<file path="src/rtl/icap_reboot_seq.sv">
// rtl/icap_reboot_seq.sv - Wishbone master sequencing a Spartan-6 IPROG multiboot through the ICAP slave
module icap_reboot_seq #(
   parameter int         GAP_CYCLES = 16,
   parameter int         TIMEOUT    = 255,
   parameter logic [7:0] OPCODE     = 8'h0B
) (
   input  logic        clk,
   input  logic        reset_n,
   input  logic        start,
   input  logic [23:0] boot_addr,
   input  logic [23:0] golden_addr,
   output logic        busy,
   output logic        done,
   output logic        error,
   output logic        wb_cyc_o,
   output logic        wb_stb_o,
   output logic        wb_we_o,
   output logic [31:0] wb_dat_o,
   input  logic        wb_ack_i
);

   typedef enum logic [1:0] {
      S_IDLE,
      S_STROBE,
      S_GAP
   } state_t;

   state_t      state_q, state_d;
   logic [3:0]  idx_q, idx_d;
   logic [15:0] cnt_q, cnt_d;
   logic [23:0] boot_q, boot_d;
   logic [23:0] gold_q, gold_d;
   logic        busy_d, done_d, error_d, stb_d;
   logic [15:0] word_d;

   // IPROG command stream: sync, WBSTAR/GENERAL1..4, CMD=IPROG, NOP padding
   function automatic logic [15:0] cmd_word(input logic [3:0]  idx,
                                            input logic [23:0] b,
                                            input logic [23:0] g);
      logic [15:0] w;
      case (idx)
         4'd0:    w = 16'hFFFF;
         4'd1:    w = 16'hAA99;
         4'd2:    w = 16'h5566;
         4'd3:    w = 16'h3261;
         4'd4:    w = b[15:0];
         4'd5:    w = 16'h3281;
         4'd6:    w = {OPCODE, b[23:16]};
         4'd7:    w = 16'h32A1;
         4'd8:    w = g[15:0];
         4'd9:    w = 16'h32C1;
         4'd10:   w = {OPCODE, g[23:16]};
         4'd11:   w = 16'h30A1;
         4'd12:   w = 16'h000E;
         default: w = 16'h2000;
      endcase
      return w;
   endfunction

   always_comb begin
      state_d = state_q;
      idx_d   = idx_q;
      cnt_d   = cnt_q;
      boot_d  = boot_q;
      gold_d  = gold_q;
      busy_d  = busy;
      done_d  = 1'b0;
      error_d = 1'b0;
      stb_d   = 1'b0;
      case (state_q)
         S_IDLE: begin
            // a start coinciding with the done/error pulse is dropped
            if (start && !done && !error) begin
               boot_d  = boot_addr;
               gold_d  = golden_addr;
               idx_d   = 4'd0;
               cnt_d   = 16'd0;
               busy_d  = 1'b1;
               stb_d   = 1'b1;
               state_d = S_STROBE;
            end
         end
         S_STROBE: begin
            if (wb_ack_i) begin
               cnt_d   = 16'd0;
               state_d = S_GAP;
            end else if (cnt_q == 16'(TIMEOUT - 1)) begin
               cnt_d   = 16'd0;
               error_d = 1'b1;
               busy_d  = 1'b0;
               state_d = S_IDLE;
            end else begin
               cnt_d = cnt_q + 16'd1;
               stb_d = 1'b1;
            end
         end
         S_GAP: begin
            if (cnt_q == 16'(GAP_CYCLES - 1)) begin
               cnt_d = 16'd0;
               if (idx_q == 4'd15) begin
                  done_d  = 1'b1;
                  busy_d  = 1'b0;
                  state_d = S_IDLE;
               end else begin
                  idx_d   = idx_q + 4'd1;
                  stb_d   = 1'b1;
                  state_d = S_STROBE;
               end
            end else begin
               cnt_d = cnt_q + 16'd1;
            end
         end
         default: begin
            state_d = S_IDLE;
            busy_d  = 1'b0;
         end
      endcase
      word_d = cmd_word(idx_d, boot_d, gold_d);
   end

   always_ff @(posedge clk or negedge reset_n) begin
      if (!reset_n) begin
         state_q  <= S_IDLE;
         idx_q    <= 4'd0;
         cnt_q    <= 16'd0;
         boot_q   <= 24'd0;
         gold_q   <= 24'd0;
         busy     <= 1'b0;
         done     <= 1'b0;
         error    <= 1'b0;
         wb_cyc_o <= 1'b0;
         wb_stb_o <= 1'b0;
         wb_we_o  <= 1'b0;
         wb_dat_o <= 32'd0;
      end else begin
         state_q  <= state_d;
         idx_q    <= idx_d;
         cnt_q    <= cnt_d;
         boot_q   <= boot_d;
         gold_q   <= gold_d;
         busy     <= busy_d;
         done     <= done_d;
         error    <= error_d;
         wb_cyc_o <= stb_d;
         wb_stb_o <= stb_d;
         wb_we_o  <= stb_d;
         wb_dat_o <= stb_d ? {16'h0000, word_d} : 32'd0;
      end
   end

endmodule
</file>
<file path="config.mk">
export PLATFORM = sky130hd
export DESIGN_NAME = icap_reboot_seq
export DESIGN_NICKNAME = d
export VERILOG_FILES = /design/src/rtl/icap_reboot_seq.sv
export SDC_FILE = /design/constraint.sdc
export NUM_CORES = 1
export LEC_CHECK = 0
export ABC_AREA = 1
export BUFFER_PORTS_ARGS = -buffer_cell sky130_fd_sc_hd__buf_2
export CAP_MARGIN = 20
export CELL_PAD_IN_SITES_DETAIL_PLACEMENT = 1
export CELL_PAD_IN_SITES_GLOBAL_PLACEMENT = 1
export CORE_MARGIN = 10
export CORE_UTILIZATION = 40
export CTS_CLUSTER_DIAMETER = 150
export CTS_CLUSTER_SIZE = 12
export DETAILED_ROUTE_END_ITERATION = 6
export GPL_TIMING_DRIVEN = 1
export PLACE_DENSITY = 0.79
export SETUP_SLACK_MARGIN = 0.3
export SYNTH_ARGS = -nofsm -noshare
export SYNTH_HDL_FRONTEND = slang
export SYNTH_SLANG_ARGS = --single-unit
</file>
<file path="constraint.sdc">
create_clock -name clk -period 3.11 [get_ports clk]
set_clock_uncertainty 0.1 [all_clocks]
set_input_delay 0.1555 -clock clk [delete_from_list [all_inputs] [get_ports clk]]
set_output_delay 0.1555 -clock clk [all_outputs]
set_load 0.05 [all_outputs]
</file>
Word-level counts from Yosys, hierarchy flattened

Index checks and enable logic that the tools add are counted.

Register bits after elaboration: 90
Latch bits: 0
RAM bits: 0
ROM bits: 0
Input port bits: 52
Word-level logic and storage cells: 84
Memories: 0

Add/subtract/negate cells: 2
$mul: 0
Divide/modulo/power cells: 0
$lt $le $gt $ge: 0
Eq/ne operators: 23
Shift-type cells: 0
Mux-type cells: 39
Bitwise logic cells: 0
Reductions and logical operators: 10

Operators with widths:

| cell                    | count |
|---|---|
| $pmux W16 S13           | 1 |
| $mux W24                | 4 |
| $mux W16                | 5 |
| $pmux W16 S3            | 1 |
| $eq A4 B4 Y1 const B    | 6 |
| $mux W1                 | 17 |
| $add A16 B1 Y16 const B | 1 |
| $eq A16 B4 Y1 const B   | 1 |
| $eq A16 B8 Y1 const B   | 1 |
| $eq A4 B3 Y1 const B    | 4 |
| $mux W4                 | 3 |
| $ne A2 B2 Y1 const B    | 5 |
| $eq A4 B2 Y1 const B    | 2 |
| $mux W2                 | 4 |
| $pmux W4 S2             | 1 |
| $pmux W1 S3             | 2 |
| $pmux W2 S3             | 1 |
| $reduce_and A5 Y1       | 1 |
| $add A4 B1 Y4 const B   | 1 |
| $eq A4 B1 Y1 const B    | 1 |
| $logic_not A4 Y1        | 1 |
| $ne A3 B3 Y1 const B    | 1 |
| $reduce_and A3 Y1       | 1 |
| $reduce_bool A3 Y1      | 1 |
| other kinds (6)         | 8 |

Depth between registers and ports, before layout

Gate-level depths: netlist (run 1).

Word-level depth: 8
Gate-level depth with buffers: 17
Mapped depth without buffers: 16

Worst setup path after synthesis (run 1)

No wires, ideal clock.

Path type: register to register
From: register idx_q[0]
To: register wb_dat_o[7]
Library setup time: 0.113 ns
Data arrival time: 1.948 ns
Path slack: 0.949 ns
Stages on the path, launching flop included: 15
Buffers on the path: 1
Cells stage by stage: dfrtp_1 -> ha_1 -> nand3_1 -> nand2_1 -> nor3_4 -> inv_2 -> nand2_2 -> nor2_1 -> buf_4 -> nand2_1 -> nor2_1 -> nor2_1 -> nand3_1 -> nand2_1 -> inv_1

Word-level cells in the longest chain between the ends: 7

Ends and longest elaborated chain:

| what                                          | line     | text |
|---|---|---|
| from (decl)                                   | 29       | `logic [3:0] idx_q, idx_d;` |
| from (signal assigned)                        | 137      | `idx_q <= idx_d;` |
| $add A4 B1 Y4 or $eq A4 B4 Y1 (tied branches) | 105, 100 |  |
| $mux W4                                       | 100      | `if (idx_q == 4'd15) begin` |
| $mux W4                                       | 98       | `if (cnt_q == 16'(GAP_CYCLES - 1)) begin` |
| $pmux W4 S2 *                                 | 70       | `case (state_q)` |
| net idx_d[0]                                  | 29       |  |
| $eq A4 B4 Y1, or another cell as far along    | 41       | `case (idx)` |
| $pmux W16 S13 *                               | 41       |  |
| $mux W16 *                                    | 147      | `wb_dat_o <= stb_d ? {16'h0000, word_d} : 32'd0;` |
| to (signal assigned)                          | 147      |  |
| to (decl)                                     | 18       | `output logic [31:0] wb_dat_o,` |

The timed path passes the listed nets; every way through them passes the cells marked *.
A chain may end at the register's enable or synchronous reset.

Worst setup path in the final report (run 1)

From: register state_q[0]
To: register wb_dat_o[0]

Word-level cells in the longest chain between the ends: 5

Ends and longest elaborated chain:

| what                                             | line | text |
|---|---|---|
| from (decl)                                      | 28   | `state_t state_q, state_d;` |
| from (signal assigned)                           | 136  | `state_q <= state_d;` |
| $eq A2 B2 Y1 or $logic_not A2 Y1 (tied branches) | 70   |  |
| $pmux W4 S2                                      | 70   |  |
| $eq A4 B4 Y1, or another cell as far along       | 41   |  |
| $pmux W16 S13                                    | 41   |  |
| $mux W16 *                                       | 147  |  |

Every way passes the cells marked *; elsewhere a longest branch is shown, timed or not.

==> impl_summary.log, run 1 <==
[metrics] result of the run: finished, final reports clean
[metrics] wire length reported by the detailed router: 14100 µm
[metrics] startpoint kind of the worst setup timing path: flop
[metrics] post-synthesis cell type with the largest combined area: sky130_fd_sc_hd__dfrtp_1
[metrics] sum of net half-perimeters after detailed placement: 9790 µm
[metrics] Residual DRC: 0
[metrics] required time of the critical path: 3.27 ns
[metrics] Peak VDD IR: 0.531 mV
[metrics] via count: 4317
[metrics] initial antenna violation count: 0
[metrics] clock buffers created by TritonCTS: 9
[metrics] drt first pass iters: 4
[metrics] number of input and output port buffers inserted: 73
[metrics] highest fanout seen on the critical path: 8
[metrics] Root Driver: sky130_fd_sc_hd__clkbuf_16
[metrics] Syn Std Cell Area: 4650 µm²
[metrics] cell count after synthesis: 604
[metrics] Area Growth Syn to Fin: 27.6%
[metrics] Sink Count: 90
[metrics] top cells by area, synth: sky130_fd_sc_hd__dfrtp_1 (48%), sky130_fd_sc_hd__nand2_1 (20%), sky130_fd_sc_hd__nand3_1 (4.7%), sky130_fd_sc_hd__nor2_1 (4.7%), sky130_fd_sc_hd__inv_1 (3.5%)
[metrics] Hold Crit Class: primary input to flop
[metrics] fin. max-slew vios: 0
[metrics] height of the die: 128 µm
[metrics] CTS H-Tree Depth: 3
[metrics] antenna diode instance count: 0
[metrics] maximum operating frequency: 383 MHz
[metrics] Period minus WS final: 2.61 ns
[metrics] vias in the first global route: 4784
[metrics] wire per inst: 16.0 µm
[metrics] filler cell count: 1434
[metrics] number of flip-flops and latches in the synthesized netlist: 90
[metrics] buffers from clock root to sink, at most: 2
[metrics] area share of the largest cell type after synthesis: 0.484
[metrics] final count of hold timing violations: 0
[metrics] Setup Total Neg Slack: 0 ns
[metrics] Multi-input gate area: 2060 µm²
[metrics] max-cap violations: 0
[metrics] overflow left after global routing: 0
[metrics] Psw: 0.00210 W
[metrics] slack of the worst reg-to-reg path: 0.50 ns
[metrics] headroom to the max-slew limit: 0.429
[metrics] count of warnings emitted by yosys: 0
[metrics] part of the cycle the worst path needs: 0.839
[metrics] total power density per cell area: 811 nW/µm²
[metrics] Mean Syn Cell Area: 7.70 µm²
[metrics] category of the worst setup path capture point: flop
[metrics] die outline area: 16300 µm²
[metrics] utilization after layout: 0.520
[metrics] leakage power figure: 3.09 nW
[metrics] clock-pin slew of the registers on the worst-case setup and hold paths: 0.07 ns
[metrics] pin count of the biggest net entering global routing: 68
[metrics] Detailed Route Iter0 Violations: 239
[metrics] # IOs: 90
[metrics] clock latency on the worst-skew pair: 0.34 ns
[metrics] cell internal pwr: 0.00271 W
[metrics] gr usage total: 0.178
[metrics] post-synthesis sequential area ratio: 0.484
[metrics] global-route wire length before repair: 23700 µm
[metrics] signal arrival time at the worst endpoint: 2.77 ns
[metrics] worst-margin pin slew: 0.857 ns
[metrics] Initial Utilization: 0.407
[metrics] area of all sequential standard cells: 2250 µm²
[metrics] TritonCTS clock tree: done
[metrics] ANT nets after route: 0
[metrics] combinational cell fraction of total power: 0.409
[metrics] total core area: 11400 µm²
[metrics] fraction of final layout cells with drive strength greater than 1: 0.183
[metrics] count of nets after finishing: 790
[metrics] Distinct cells, synth: 35
[metrics] number of placement rows: 39
[metrics] kind of critical path: flop to flop
[metrics] sw frac: 0.436
[metrics] final setup vio count: 0
[metrics] routability congestion estimate from global placement: 0.831
[metrics] Reg power frac: 0.364
[metrics] overall die width: 128 µm
[metrics] setup repair after global routing missed its margin: no
[metrics] proportion of power drawn by the clock network: 0.227
[metrics] post-detailed-route via-to-cell ratio: 4.91
==> critical path, stage by stage (launching register included) <==
cell and delay (ns):
sky130_fd_sc_hd__dfrtp_1 0.40, sky130_fd_sc_hd__inv_1 0.11, sky130_fd_sc_hd__ha_1 0.35, sky130_fd_sc_hd__inv_2 0.07
sky130_fd_sc_hd__nand2_1 0.06, sky130_fd_sc_hd__nand2_1 0.10, sky130_fd_sc_hd__nor2_1 0.22, sky130_fd_sc_hd__nand2_4 0.12
sky130_fd_sc_hd__a21oi_4 0.21, sky130_fd_sc_hd__nand2_1 0.14, sky130_fd_sc_hd__nor2_4 0.25, sky130_fd_sc_hd__nand2_1 0.11
sky130_fd_sc_hd__nand2_1 0.09, sky130_fd_sc_hd__nor2_1 0.04, sky130_fd_sc_hd__a21oi_1 0.15
==> power by group through the flow <==
| stage | Clock (W) | Combinational, W | Sequential, W |
|---|---|---|---|
| floorplan | 0 | 0.00101 | 0.00212 |
| global placement | 0 | 0.00186 | 0.00174 |
| detailed placement | 0 | 0.00191 | 0.00176 |
| CTS | 0.00111 | 0.00197 | 0.00175 |
| global route | 0.00116 | 0.00219 | 0.00179 |
| finish | 0.00109 | 0.00197 | 0.00175 |
==> through the flow <==
step / setup slack, ns / total power, W / hold WS [ns] / cell area (µm²) / instances
after floorplan: 0.949 / 0.00313 / -0.240 / 4710 / 619
after global placement: 0.558 / 0.00361 / 0.229 / 5100 / 808
after detailed placement: 0.484 / 0.00367 / 0.228 / 5100 / 808
after CTS: 0.447 / 0.00483 / 0.0241 / 5880 / 873
after global routing: 0.291 / 0.00513 / 0.0740 / 5930 / 879
final: 0.500 / 0.00481 / 0.0291 / 5930 / 879
==> placed cells by master (no fill, tap or decap), types with 2 or more instances in the layout <==
cell | Yosys | layout
sky130_fd_sc_hd__buf_2 | 2 | 72
sky130_fd_sc_hd__o21ai_0 | 11 | 11
sky130_fd_sc_hd__inv_6 | 0 | 2
sky130_fd_sc_hd__o22ai_1 | 2 | 2
sky130_fd_sc_hd__inv_1 | 43 | 43
sky130_fd_sc_hd__ha_1 | 7 | 7
sky130_fd_sc_hd__nand2_4 | 4 | 4
sky130_fd_sc_hd__nor2_1 | 58 | 56
sky130_fd_sc_hd__nand2_2 | 6 | 6
sky130_fd_sc_hd__o21ai_1 | 4 | 3
sky130_fd_sc_hd__nand4_1 | 4 | 4
sky130_fd_sc_hd__nor3_1 | 4 | 4
sky130_fd_sc_hd__conb_1 | 1 | 16
sky130_fd_sc_hd__buf_4 | 21 | 14
sky130_fd_sc_hd__nand3_1 | 44 | 44
sky130_fd_sc_hd__clkbuf_1 | 7 | 2
sky130_fd_sc_hd__clkbuf_16 | 0 | 9
sky130_fd_sc_hd__dlygate4sd3_1 | 0 | 49
sky130_fd_sc_hd__nor2_4 | 5 | 6
sky130_fd_sc_hd__nor2_2 | 2 | 3
sky130_fd_sc_hd__nor3_4 | 2 | 2
sky130_fd_sc_hd__inv_2 | 8 | 8
sky130_fd_sc_hd__xnor2_1 | 2 | 2
sky130_fd_sc_hd__dfrtp_1 | 90 | 90
sky130_fd_sc_hd__xor2_1 | 6 | 6
sky130_fd_sc_hd__a31oi_1 | 2 | 2
sky130_fd_sc_hd__a21oi_1 | 12 | 12
sky130_fd_sc_hd__a21oi_4 | 2 | 2
sky130_fd_sc_hd__nand2_1 | 244 | 244
==> worst paths after layout <==
kind	start	depth (start not counted)	end
max	state_q[0]	14	wb_dat_o[0]
min	boot_addr[23]	3	boot_q[23]
max reg2reg	state_q[0]	14	wb_dat_o[0]
min reg2reg	boot_q[10]	2	boot_q[10]
max in group asynchronous	reset_n	3	cnt_q[5]
min in group asynchronous	reset_n	2	cnt_q[15]
==> cell families (layout without fill, tap and decap cells) <==
logic type | after synthesis | in the layout | synth area share
buffers and inverters | 85 | 202 | 0.0877
AO/OA/AOI/OAI | 35 | 35 | 0.0449
XOR/XNOR | 8 | 8 | 0.0151
flip-flops | 90 | 90 | 0.484
other | 1 | 16 | 0.000807
AND/OR/NAND/NOR | 378 | 378 | 0.348
adder cells (fa/ha/maj) | 7 | 7 | 0.0188
==> area by class of cell <==
cell class                      instances  area share
Inverter                               51      0.0323
Clock buffer                           11      0.0392
Clock inverter                          5      0.0103
Timing Repair Buffer                  135       0.161
Sequential cell                        90       0.380
Tap cell                              143      0.0302
Multi-Input combinational cell        444       0.347
==> cell usage after synthesis <==
master and number:
sky130_fd_sc_hd__nand2_1 244, sky130_fd_sc_hd__dfrtp_1 90, sky130_fd_sc_hd__nor2_1 58, sky130_fd_sc_hd__nand3_1 44, sky130_fd_sc_hd__inv_1 43, sky130_fd_sc_hd__buf_4 21
sky130_fd_sc_hd__a21oi_1 12, sky130_fd_sc_hd__o21ai_0 11, sky130_fd_sc_hd__inv_2 8, sky130_fd_sc_hd__clkbuf_1 7, sky130_fd_sc_hd__ha_1 7, sky130_fd_sc_hd__nand2_2 6
sky130_fd_sc_hd__xor2_1 6, sky130_fd_sc_hd__nor2_4 5, sky130_fd_sc_hd__nand2_4 4, sky130_fd_sc_hd__nand4_1 4, sky130_fd_sc_hd__nor3_1 4, sky130_fd_sc_hd__o21ai_1 4
sky130_fd_sc_hd__buf_1 3, sky130_fd_sc_hd__a21oi_4 2, sky130_fd_sc_hd__a31oi_1 2, sky130_fd_sc_hd__buf_2 2, sky130_fd_sc_hd__nor2_2 2, sky130_fd_sc_hd__nor3_4 2
sky130_fd_sc_hd__o22ai_1 2, sky130_fd_sc_hd__xnor2_1 2, sky130_fd_sc_hd__a21oi_2 1, sky130_fd_sc_hd__and2_1 1, sky130_fd_sc_hd__buf_6 1, sky130_fd_sc_hd__conb_1 1
sky130_fd_sc_hd__nand3_2 1, sky130_fd_sc_hd__nand3b_1 1, sky130_fd_sc_hd__nor4_1 1, sky130_fd_sc_hd__o211ai_1 1, sky130_fd_sc_hd__or2_2 1
==> state kept, by name, summed over array words and instances, names as in the netlist <==
| name | cells |
|---|---|
| busy | 1 |
| idx_q | 4 |
| state_q | 2 |
| cnt_q | 16 |
| wb_we_o | 1 |
| done | 1 |
| boot_q | 24 |
| error | 1 |
| gold_q | 24 |
| wb_dat_o | 16 |
==> what timing repair did <==
action / in CTS / in global routing
endpoints found under the hold margin: 113 / 0
gates resized for setup: 0 / 2
setup endpoints to repair: 0 / 17
hold buffers: 49 / 0
setup buffers: 0 / 6
==> metal layers <==
metal | part of all wire | GRT usage | routed length, µm | vias to the layer above
met5 | 0 | 0 | 0 | -
met4 | 0.018 | 0.0636 | 258 | 0
met3 | 0.052 | 0.0418 | 725 | 19
met2 | 0.49 | 0.295 | 6960 | 92
met1 | 0.44 | 0.220 | 6120 | 2106
li1 | - | - | - | 2100
Note: power is estimated with default switching activity, not from simulation.
==> run 2, diff against run 1 <==
Clock period 3.11 ns to 2.5 ns, I/O delays scaled along.
==> run 2 against run 1 <==
Compared with the run above: die area unchanged; worst setup slack worse by 0.32 ns; highest routed layer unchanged; clock power up 30%; via count up 7.0%; first-iteration DRC count unchanged; sequential share of layout area down 3.5 points; combinational power up 44%; flip-flop and latch count unchanged; critical path depth up 2; register-to-register slack worse by 0.32 ns; cell area up 10%; total power up 34%.
==> impl_summary.log, run 2 (same netlist as run 1, synthesis figures left out) <==
[metrics] wire per inst: 17.7 µm (+11%)
[metrics] clock-pin slew of the registers on the worst-case setup and hold paths: 0.07 ns (about the same)
[metrics] gr usage total: 0.195 (+0.0174)
[metrics] clock latency on the worst-skew pair: 0.35 ns (about the same)
[metrics] RR Endpoint: wb_dat_o[7]
[metrics] standard cell with the maximum stage delay on the critical path: sky130_fd_sc_hd__dfrtp_1
[metrics] highest fanout seen on the critical path: 7 (-1)
[metrics] routability congestion estimate from global placement: 0.898 (+8.0%)
[metrics] utilization after layout: 0.573 (+0.0531)
[metrics] initial antenna violation count: 0 (unchanged)
[metrics] fraction of final layout cells with drive strength greater than 1: 0.278 (+0.0946)
[metrics] kind of critical path: flop to flop
[metrics] vias in the first global route: 4996 (+4.4%)
[metrics] Root Driver: sky130_fd_sc_hd__clkbuf_16
[metrics] post-detailed-route via-to-cell ratio: 5.02 (+2.2%)
[metrics] drt first pass iters: 4 (unchanged)
[metrics] headroom to the max-slew limit: 0.622 (+0.194)
[metrics] fin. max-slew vios: 0 (unchanged)
[metrics] category of the worst setup path capture point: flop
[metrics] hold_ws: 0.202 ns (+0.173 ns)
[metrics] overall die width: 128 µm (unchanged)
[metrics] Area Growth Syn to Fin: 40.6%
[metrics] height of the die: 128 µm (unchanged)
[metrics] startpoint kind of the worst setup timing path: flop
[metrics] required time of the critical path: 2.70 ns (-0.57 ns)
[metrics] sum of net half-perimeters after detailed placement: 10600 µm (+8.1%)
[metrics] max-cap violations: 0 (unchanged)
[metrics] global-route wire length before repair: 25800 µm (+8.8%)
[metrics] final setup vio count: 0 (unchanged)
[metrics] Residual DRC: 0 (unchanged)
[metrics] via count: 4620 (+7.0%)
[metrics] slack of the worst reg-to-reg path: 0.18 ns (-0.32 ns)
[metrics] # IOs: 90 (unchanged)
[metrics] Reg2Reg Depth: 16 (+2)
[metrics] count of nets after finishing: 831 (+5.2%)
[metrics] beginning of the worst register-to-register path: cnt_q[0]
[metrics] Period minus WS final: 2.32 ns (-0.289 ns)
[metrics] TritonCTS clock tree: done
[metrics] buffers from clock root to sink, at most: 2 (unchanged)
[metrics] CTS H-Tree Depth: 3 (unchanged)
[metrics] top flop regs: boot_q x24, gold_q x24
[metrics] setup slack of the critical path after layout: 0.180 ns (-0.321 ns)
[metrics] die outline area: 16300 µm² (unchanged)
[metrics] pin count of the biggest net entering global routing: 52 (-24%)
[metrics] number of placement rows: 39 (unchanged)
[metrics] clock buffers created by TritonCTS: 9 (unchanged)
[metrics] highest-count cells in the layout ignoring fill and taps: sky130_fd_sc_hd__nand2_1 (237), sky130_fd_sc_hd__dfrtp_1 (90), sky130_fd_sc_hd__buf_2 (72), sky130_fd_sc_hd__dlygate4sd3_1 (50), sky130_fd_sc_hd__nor2_1 (45)
[metrics] leading cell type in the layout, fill and taps excluded: sky130_fd_sc_hd__nand2_1
[metrics] worst-margin pin slew: 0.567 ns (-0.291 ns)
[metrics] Critical Path Most Common Cell: sky130_fd_sc_hd__nand2_1
[metrics] total core area: 11400 µm² (unchanged)
[metrics] Placement Setup Slack: 0.0126 ns (-0.472 ns)
[metrics] worst path cell trace: ha_2 > nand3_4 > nor2_4 > nand2_4 > nand2_1 > nand3_2 > nand2_4 > inv_2 > nor2_4 > buf_4 > nand2_1 > nand2_1 > inv_1 > nand3_1 > nand2_1 > inv_1
[metrics] Cells after DPL: 823 (+1.9%)
[metrics] signal arrival time at the worst endpoint: 2.52 ns (-0.25 ns)
[metrics] leakage power figure: 3.35 nW (+8.1%)
[metrics] Setup Total Neg Slack: 0 ns (unchanged)
[metrics] Peak VDD IR: 0.555 mV (+4.6%)
[metrics] result of the run: finished, final reports clean
[metrics] maximum operating frequency: 431 MHz (+12%)
[metrics] part of the cycle the worst path needs: 0.928 (+0.0890)
[metrics] wire length reported by the detailed router: 16300 µm (+16%)
[metrics] overflow left after global routing: 0 (unchanged)
[metrics] Layout Cells excl Fill: 920 (+4.7%)
[metrics] longest individual stage delay on the worst path: 0.36 ns (-0.04 ns)
[metrics] Detailed Route Iter0 Violations: 239 (unchanged)
[metrics] setup repair after global routing missed its margin: yes
[metrics] number of input and output port buffers inserted: 73 (unchanged)
[metrics] final count of hold timing violations: 0 (unchanged)
[metrics] Sink Count: 90 (unchanged)
[metrics] antenna diode instance count: 0 (unchanged)
[metrics] total power density per cell area: 983 nW/µm² (+21%)
[metrics] Hold Crit Class: primary input to asynchronous set/reset pin
[metrics] ANT nets after route: 0 (unchanged)
[metrics] Initial Utilization: 0.407 (unchanged)
-- run 2: cell types whose count changed in the layout (fill, tap and decap cells not counted), moves of 7 or more --
cell / before / now
sky130_fd_sc_hd__nand2_1: 244 / 237
sky130_fd_sc_hd__nand3_1: 44 / 35
sky130_fd_sc_hd__nor2_1: 56 / 45
sky130_fd_sc_hd__nor2_2: 3 / 10
sky130_fd_sc_hd__buf_4: 14 / 43
sky130_fd_sc_hd__nand3_2: 1 / 9
sky130_fd_sc_hd__buf_6: 0 / 7
-- run 2: report_power, final --
part / total (W) / internal, W / switching, W
sequential: 0.00218 / 0.00199 / 0.000185
combinational: 0.00284 / 0.000821 / 0.00201
clock: 0.00142 / 0.000809 / 0.000610
-- run 2: final cells by class --
cell class	count	area, µm²
fillers	1388	4880
multi-input cells	444	2270
flip-flops and latches	90	2250
repair buffers	176	1340
clock buffers	11	243
inverters	51	194
well taps	143	179
clock inverters	5	61.3
-- run 2: timing repair --
item / in CTS / in global routing
hold buffers: 50 / 0
gates cloned: 1 / 0
endpoints found under the hold margin: 88 / 0
pin swaps: 28 / 23
buffers inserted: 19 / 11
setup endpoints to repair: 20 / 28
resized for setup: 38 / 28
-- run 2: critical path: cells and delay by family, from the launching register on --
family        cells  cell delay (ns)
simple gates     11             1.24
buf+inv           4             0.33
fa+ha+maj         1             0.21
flops             1             0.36
-- run 2: how the worst max path moves through the flow --
stage / from / end / cells after the start
floorplan: idx_q[0] / wb_dat_o[7] / 14
finish: cnt_q[0] / wb_dat_o[7] / 16
global route: cnt_q[11] / wb_dat_o[7] / 16
detailed placement: state_q[1] / wb_dat_o[6] / 14
global placement: state_q[0] / wb_dat_o[6] / 14
CTS: cnt_q[1] / wb_dat_o[11] / 14
-- run 2: per-stage QoR --
| stage | cell area [µm²] | total power, W |
|---|---|---|
| after floorplan | 4710 | 0.00389 |
| after global placement | 5250 | 0.00460 |
| after detailed placement | 5250 | 0.00468 |
| after CTS | 6350 | 0.00627 |
| after global routing | 6540 | 0.00681 |
| final | 6540 | 0.00643 |
-- run 2: routing by layer --
layer	GRT usage	wire length, µm	vias to the layer above
li1	-	-	2190
met1	0.234	6810	2318
met2	0.339	8510	97
met3	0.0426	792	15
met4	0.0596	217	0
met5	0	0	-
